--- src/rtl/freq_meter.sv ---
// freq_meter: counts rising edges of async sig_in over a GATE_CYCLES window (optional BCD: FREQ_METER_BCD_EN).
// Latency: freq_vld 2 cycles after the last gate cycle, plus CNT_W cycles when BCD conversion is built in.
// Backpressure: none; start is dropped while busy, results are strobed once and held until the next strobe.
module freq_meter #(
    parameter int GATE_CYCLES = 12000000,
    parameter int CNT_W       = 24,
    parameter int SYNC_STAGES = 2,
    parameter int CONTINUOUS  = 0
) (
    input  logic             sys_clk,
    input  logic             sys_rst_n,
    input  logic             start,
    input  logic             sig_in,
    output logic             busy,
    output logic [CNT_W-1:0] freq_cnt,
    output logic             freq_ovf,
    output logic             freq_vld,
    output logic [31:0]      freq_bcd
);

    localparam int GC_W = (GATE_CYCLES > 1) ? $clog2(GATE_CYCLES) : 1;

    typedef enum logic [1:0] {
        IDLE = 2'd0,
        GATE = 2'd1,
        DONE = 2'd2
`ifdef FREQ_METER_BCD_EN
        ,
        CONV = 2'd3
`endif
    } state_t;

    state_t                 state_q, state_d;
    logic [SYNC_STAGES-1:0] sync_q, sync_d;
    logic                   dly_q, dly_d;
    logic [GC_W-1:0]        gate_cnt_q, gate_cnt_d;
    logic [CNT_W-1:0]       edge_cnt_q, edge_cnt_d;
    logic                   ovf_q, ovf_d;
    logic [CNT_W-1:0]       freq_cnt_q, freq_cnt_d;
    logic                   freq_ovf_q, freq_ovf_d;
    logic                   freq_vld_q, freq_vld_d;
    logic                   sig_rise;

    assign sig_rise = sync_q[SYNC_STAGES-1] & ~dly_q;

`ifdef FREQ_METER_BCD_EN
    localparam int CV_W = (CNT_W > 1) ? $clog2(CNT_W) : 1;

    logic [CNT_W-1:0] bin_q, bin_d;
    logic [31:0]      bcd_q, bcd_d, bcd_adj;
    logic [31:0]      freq_bcd_q, freq_bcd_d;
    logic [CV_W-1:0]  conv_cnt_q, conv_cnt_d;

    // Double-dabble correction: any digit of 5+ would exceed 9 after doubling.
    function automatic logic [31:0] dabble_adj(input logic [31:0] b);
        logic [31:0] r;
        r = '0;
        for (int i = 0; i < 8; i++) begin
            r[4*i +: 4] = (b[4*i +: 4] >= 4'd5) ? b[4*i +: 4] + 4'd3 : b[4*i +: 4];
        end
        return r;
    endfunction

    assign bcd_adj  = dabble_adj(bcd_q);
    assign freq_bcd = freq_bcd_q;
`else
    assign freq_bcd = 32'd0;
`endif

    always_comb begin
        sync_d     = {sync_q[SYNC_STAGES-2:0], sig_in};
        dly_d      = sync_q[SYNC_STAGES-1];
        state_d    = state_q;
        gate_cnt_d = gate_cnt_q;
        edge_cnt_d = edge_cnt_q;
        ovf_d      = ovf_q;
        freq_cnt_d = freq_cnt_q;
        freq_ovf_d = freq_ovf_q;
        freq_vld_d = 1'b0;
`ifdef FREQ_METER_BCD_EN
        bin_d      = bin_q;
        bcd_d      = bcd_q;
        conv_cnt_d = conv_cnt_q;
        freq_bcd_d = freq_bcd_q;
`endif
        case (state_q)
            IDLE: begin
                if (start || (CONTINUOUS != 0)) begin
                    state_d    = GATE;
                    gate_cnt_d = '0;
                    edge_cnt_d = '0;
                    ovf_d      = 1'b0;
                end
            end
            GATE: begin
                gate_cnt_d = gate_cnt_q + GC_W'(1);
                if (sig_rise) begin
                    if (&edge_cnt_q) begin
                        ovf_d = 1'b1;
                    end else begin
                        edge_cnt_d = edge_cnt_q + CNT_W'(1);
                    end
                end
                if (gate_cnt_q == GC_W'(GATE_CYCLES - 1)) begin
                    state_d = DONE;
                end
            end
            DONE: begin
`ifdef FREQ_METER_BCD_EN
                bin_d      = edge_cnt_q;
                bcd_d      = '0;
                conv_cnt_d = '0;
                state_d    = CONV;
`else
                freq_cnt_d = edge_cnt_q;
                freq_ovf_d = ovf_q;
                freq_vld_d = 1'b1;
                state_d    = IDLE;
`endif
            end
`ifdef FREQ_METER_BCD_EN
            CONV: begin
                {bcd_d, bin_d} = {bcd_adj, bin_q} << 1;
                conv_cnt_d     = conv_cnt_q + CV_W'(1);
                if (conv_cnt_q == CV_W'(CNT_W - 1)) begin
                    freq_cnt_d = edge_cnt_q;
                    freq_ovf_d = ovf_q;
                    freq_bcd_d = bcd_d;
                    freq_vld_d = 1'b1;
                    state_d    = IDLE;
                end
            end
`endif
            default: state_d = IDLE;
        endcase
    end

    always_ff @(posedge sys_clk or negedge sys_rst_n) begin
        if (!sys_rst_n) begin
            state_q    <= IDLE;
            sync_q     <= '0;
            dly_q      <= 1'b0;
            gate_cnt_q <= '0;
            edge_cnt_q <= '0;
            ovf_q      <= 1'b0;
            freq_cnt_q <= '0;
            freq_ovf_q <= 1'b0;
            freq_vld_q <= 1'b0;
`ifdef FREQ_METER_BCD_EN
            bin_q      <= '0;
            bcd_q      <= '0;
            conv_cnt_q <= '0;
            freq_bcd_q <= '0;
`endif
        end else begin
            state_q    <= state_d;
            sync_q     <= sync_d;
            dly_q      <= dly_d;
            gate_cnt_q <= gate_cnt_d;
            edge_cnt_q <= edge_cnt_d;
            ovf_q      <= ovf_d;
            freq_cnt_q <= freq_cnt_d;
            freq_ovf_q <= freq_ovf_d;
            freq_vld_q <= freq_vld_d;
`ifdef FREQ_METER_BCD_EN
            bin_q      <= bin_d;
            bcd_q      <= bcd_d;
            conv_cnt_q <= conv_cnt_d;
            freq_bcd_q <= freq_bcd_d;
`endif
        end
    end

    assign busy     = (state_q != IDLE);
    assign freq_cnt = freq_cnt_q;
    assign freq_ovf = freq_ovf_q;
    assign freq_vld = freq_vld_q;

endmodule

--- config.mk ---
export PLATFORM = sky130hd
export DESIGN_NAME = freq_meter
export DESIGN_NICKNAME = d
export VERILOG_FILES = /design/src/rtl/freq_meter.sv
export SDC_FILE = /design/constraint.sdc
export NUM_CORES = 1
export LEC_CHECK = 0
export ABC_CLOCK_PERIOD_IN_PS = 2500
export CELL_PAD_IN_SITES_DETAIL_PLACEMENT = 2
export CELL_PAD_IN_SITES_GLOBAL_PLACEMENT = 2
export CORE_UTILIZATION = 34
export DETAILED_ROUTE_END_ITERATION = 8
export HOLD_SLACK_MARGIN = 0.06
export PLACE_DENSITY = 0.76
export SYNTH_ARGS = -nofsm -noshare
export SYNTH_HDL_FRONTEND = slang
export SYNTH_SLANG_ARGS = --single-unit
--- constraint.sdc ---
create_clock -name sys_clk -period 2.5 [get_ports sys_clk]
set_input_delay 0.5 -clock sys_clk [delete_from_list [all_inputs] [get_ports sys_clk]]
set_output_delay 0.5 -clock sys_clk [all_outputs]
set_load 0.05 [all_outputs]
==> results.cfg <==
[die]
start_util_pct = 35.2
die-area_um2 = 12300
ios = 63
row_count = 39
core_area_um2 = 11500
die_w_um = 111
die_h_um = 111

[detailed_routing]
drc = 8
routed_wl_um = 10700
first_iter_violations = 69
via_per_inst = 5.37
ant_nets = 0
drt-pass1-iter-count = 6
avgRoutedWirePerCell_um = 17.8
vias = 3226

[sta]
relSlewSlack_pct = 46.6
fmax_ghz = 0.431
clock_skew_ns = 0.00637
setup_tns_ns = 0
final-setup-viol-count = 0
timing.hold.ws_ns = 0.245
finalHoldViolations = 0
drv_slew = 0
rsz0062_at_grt = no
min_period_over_period_pct = 92.8
worst_pin_slew_ns = 0.800
min_period_ns = 2.32

[cts]
cts_num_sinks = 80
cts_tree = done
numCtsBuffers = 9
clkTransAtPathRegs_ns = 0.06
cts_max_level = 3
cts_hold_buf = 0
worstSkewPairLatency_ns = 0.34
clock-root-buffer = clkbuf_16
cts_resized = 0
clock_tree.buffer_depth = 2

[grt]
grt_max_degree = 62
grt_first_pass_wirelength_um = 18300
grt_pass1_vias = 3536
antenna_found_initial = 0
grt_use_total_pct = 18.9
grt_overflow = 0

[cells_and_area]
final_cell_mix = dfrtp_1, o21ai_0, buf_4
final_cells = 601
fin_area_um2 = 4840
drive_above_1_share_pct = 17.5
area_growth_syn_to_layout_pct = 19.4
final_common_cell = dfrtp_1
n_fill_cell = 1242
n_antenna_cell = 0
nets = 461

[logic_synthesis]
ys_seq_area_share_pct = 49.4
netlist_instances = 398
ys_top_cells_by_area = dfrtp_1, mux2_2, buf_4
synthFlopType = dfrtp_1
syn_area_um2 = 4050
yosysWarnings = 0
yosysTopAreaCellShare_pct = 49.4
yosysTopAreaCell = dfrtp_1
async_flop_share_pct = 100
synth-edff-count = 0
ys_types = 51
syn_area_per_cell_um2 = 10.2
synth-seq-cells = 80

[setup_path]
cp-end-kind = flip-flop
crit_type = reg2reg
worstPathRequired_ns = 2.73
arrival_ns = 2.55
r2r_start = edge_cnt_q[0]$_DFFE_PN0P_
cp_max_fo = 25
r2r_cells = 6
slowest_delay_ns = 0.67
slowest_stage = or4_1
rrSetupSlack_ns = 0.18
startpoint_type = flip-flop
cp_cell_sequence = ha_1 > nand4_1 > or4_1 > o31a_4 > mux2i_1 > a21o_1
cp_top_family = simple AND/OR/NAND/NOR gates
timing.rr.end = edge_cnt_q[12]$_DFFE_PN0P_
crit_buf_inv = 0

[pwr]
p_total_mw = 3.06
pwr_density_cell_nw_per_um2 = 634
p_leak_nw = 2.08
ir_worst_vdd_mv = 0.308

[placed_design]
dp.cells = 584
post_dp_cell_area_um2 = 4560
dp_hpwl_um = 7620
port_buffers = 30
gp_congestion = 0.749

[hold_path]
hp-class = in2async

[status]
violations = design-rule violations
status = finished, violations left

[job]
maxCapViolations = 0
## synth_stat cells, drive strengths merged, types with 7 or more instances
cell type  number
nor3            7
o31ai          17
nand3          25
nor2           14
inv             7
nor4            7
clkbuf         11
buf            39
and3            8
a31oi          15
o211ai          7
mux2           23
dfrtp          80
o21ai          38
nand2          35
nand4          16
a21oi          12
## worst max-delay path by stage
| stage | startpoint | endpoint | slack, ns | depth (start not counted) |
|---|---|---|---|---|
| 2_1_floorplan | edge_cnt_q[0]$_DFFE_PN0P_ | edge_cnt_q[18]$_DFFE_PN0P_ | 0.29 | 8 |
| 6_report | edge_cnt_q[0]$_DFFE_PN0P_ | edge_cnt_q[12]$_DFFE_PN0P_ | 0.18 | 6 |
| 3_3_place_gp | edge_cnt_q[0]$_DFFE_PN0P_ | edge_cnt_q[0]$_DFFE_PN0P_ | 0.29 | 7 |
| 4_1_cts | state_q[0]$_DFFE_PN0P_ | busy | 0.16 | 3 |
| 5_1_grt | edge_cnt_q[1]$_DFFE_PN0P_ | edge_cnt_q[12]$_DFFE_PN0P_ | 0.03 | 6 |
| 3_5_place_dp | edge_cnt_q[0]$_DFFE_PN0P_ | edge_cnt_q[0]$_DFFE_PN0P_ | 0.18 | 7 |
## power breakdown
part	internal (mW)	total [mW]	switching, mW
Sequential	1.37	1.46	0.0889
Clock	0.688	1.18	0.495
Combinational	0.127	0.426	0.299
Total	2.18	3.06	0.882
## layout make-up
cell class	instances	area (um^2)	area share (%)
Clock buffer	13	250	5.17
Timing Repair Buffer	65	561	11.6
Clock inverter	1	5.00	0.103
Multi-Input combinational cell	292	1810	37.5
Inverter	7	26.3	0.543
Tap cell	143	179	3.70
Sequential cell	80	2000	41.4
## metrics by stage
step                worst slack (ns)  utilization (%)
floorplan                      0.290                -
finish                         0.181             42.0
global route                  0.0283             42.0
detailed placement             0.185             39.6
global placement               0.285             39.6
CTS                            0.161             41.8
## state kept, by name, summed over array words and instances, names as in the netlist
name,count
edge_cnt_q,24
freq_cnt,24
gate_cnt_q,24
state_q,2
sync_q,2
dly_q,1
freq_ovf,1
freq_vld,1
ovf_q,1
## layer usage
metal | vias up | wire, um | global-route usage, %
met5 | - | 0 | 0
met4 | 0 | 116 | 5.50
met3 | 8 | 275 | 4.76
met2 | 39 | 5610 | 33.7
met1 | 1661 | 4710 | 22.5
li1 | 1518 | - | -
## cells by family after synthesis
logic type / count (synthesis) / share of synthesized area [%]
AO/OA/AOI/OAI: 102 / 16.5
adder cells (fa/ha/maj): 2 / 0.618
buffers and inverters: 57 / 8.65
flip-flops: 80 / 49.4
multiplexers: 25 / 6.89
other: 1 / 0.0926
AND/OR/NAND/NOR: 131 / 17.8
## timing repair
item | CTS | global route
buffers inserted | 0 | 3
endpoints found under the setup margin | 0 | 2
endpoints found under the hold margin | 0 | 0
(Power assumes the default switching activity.)
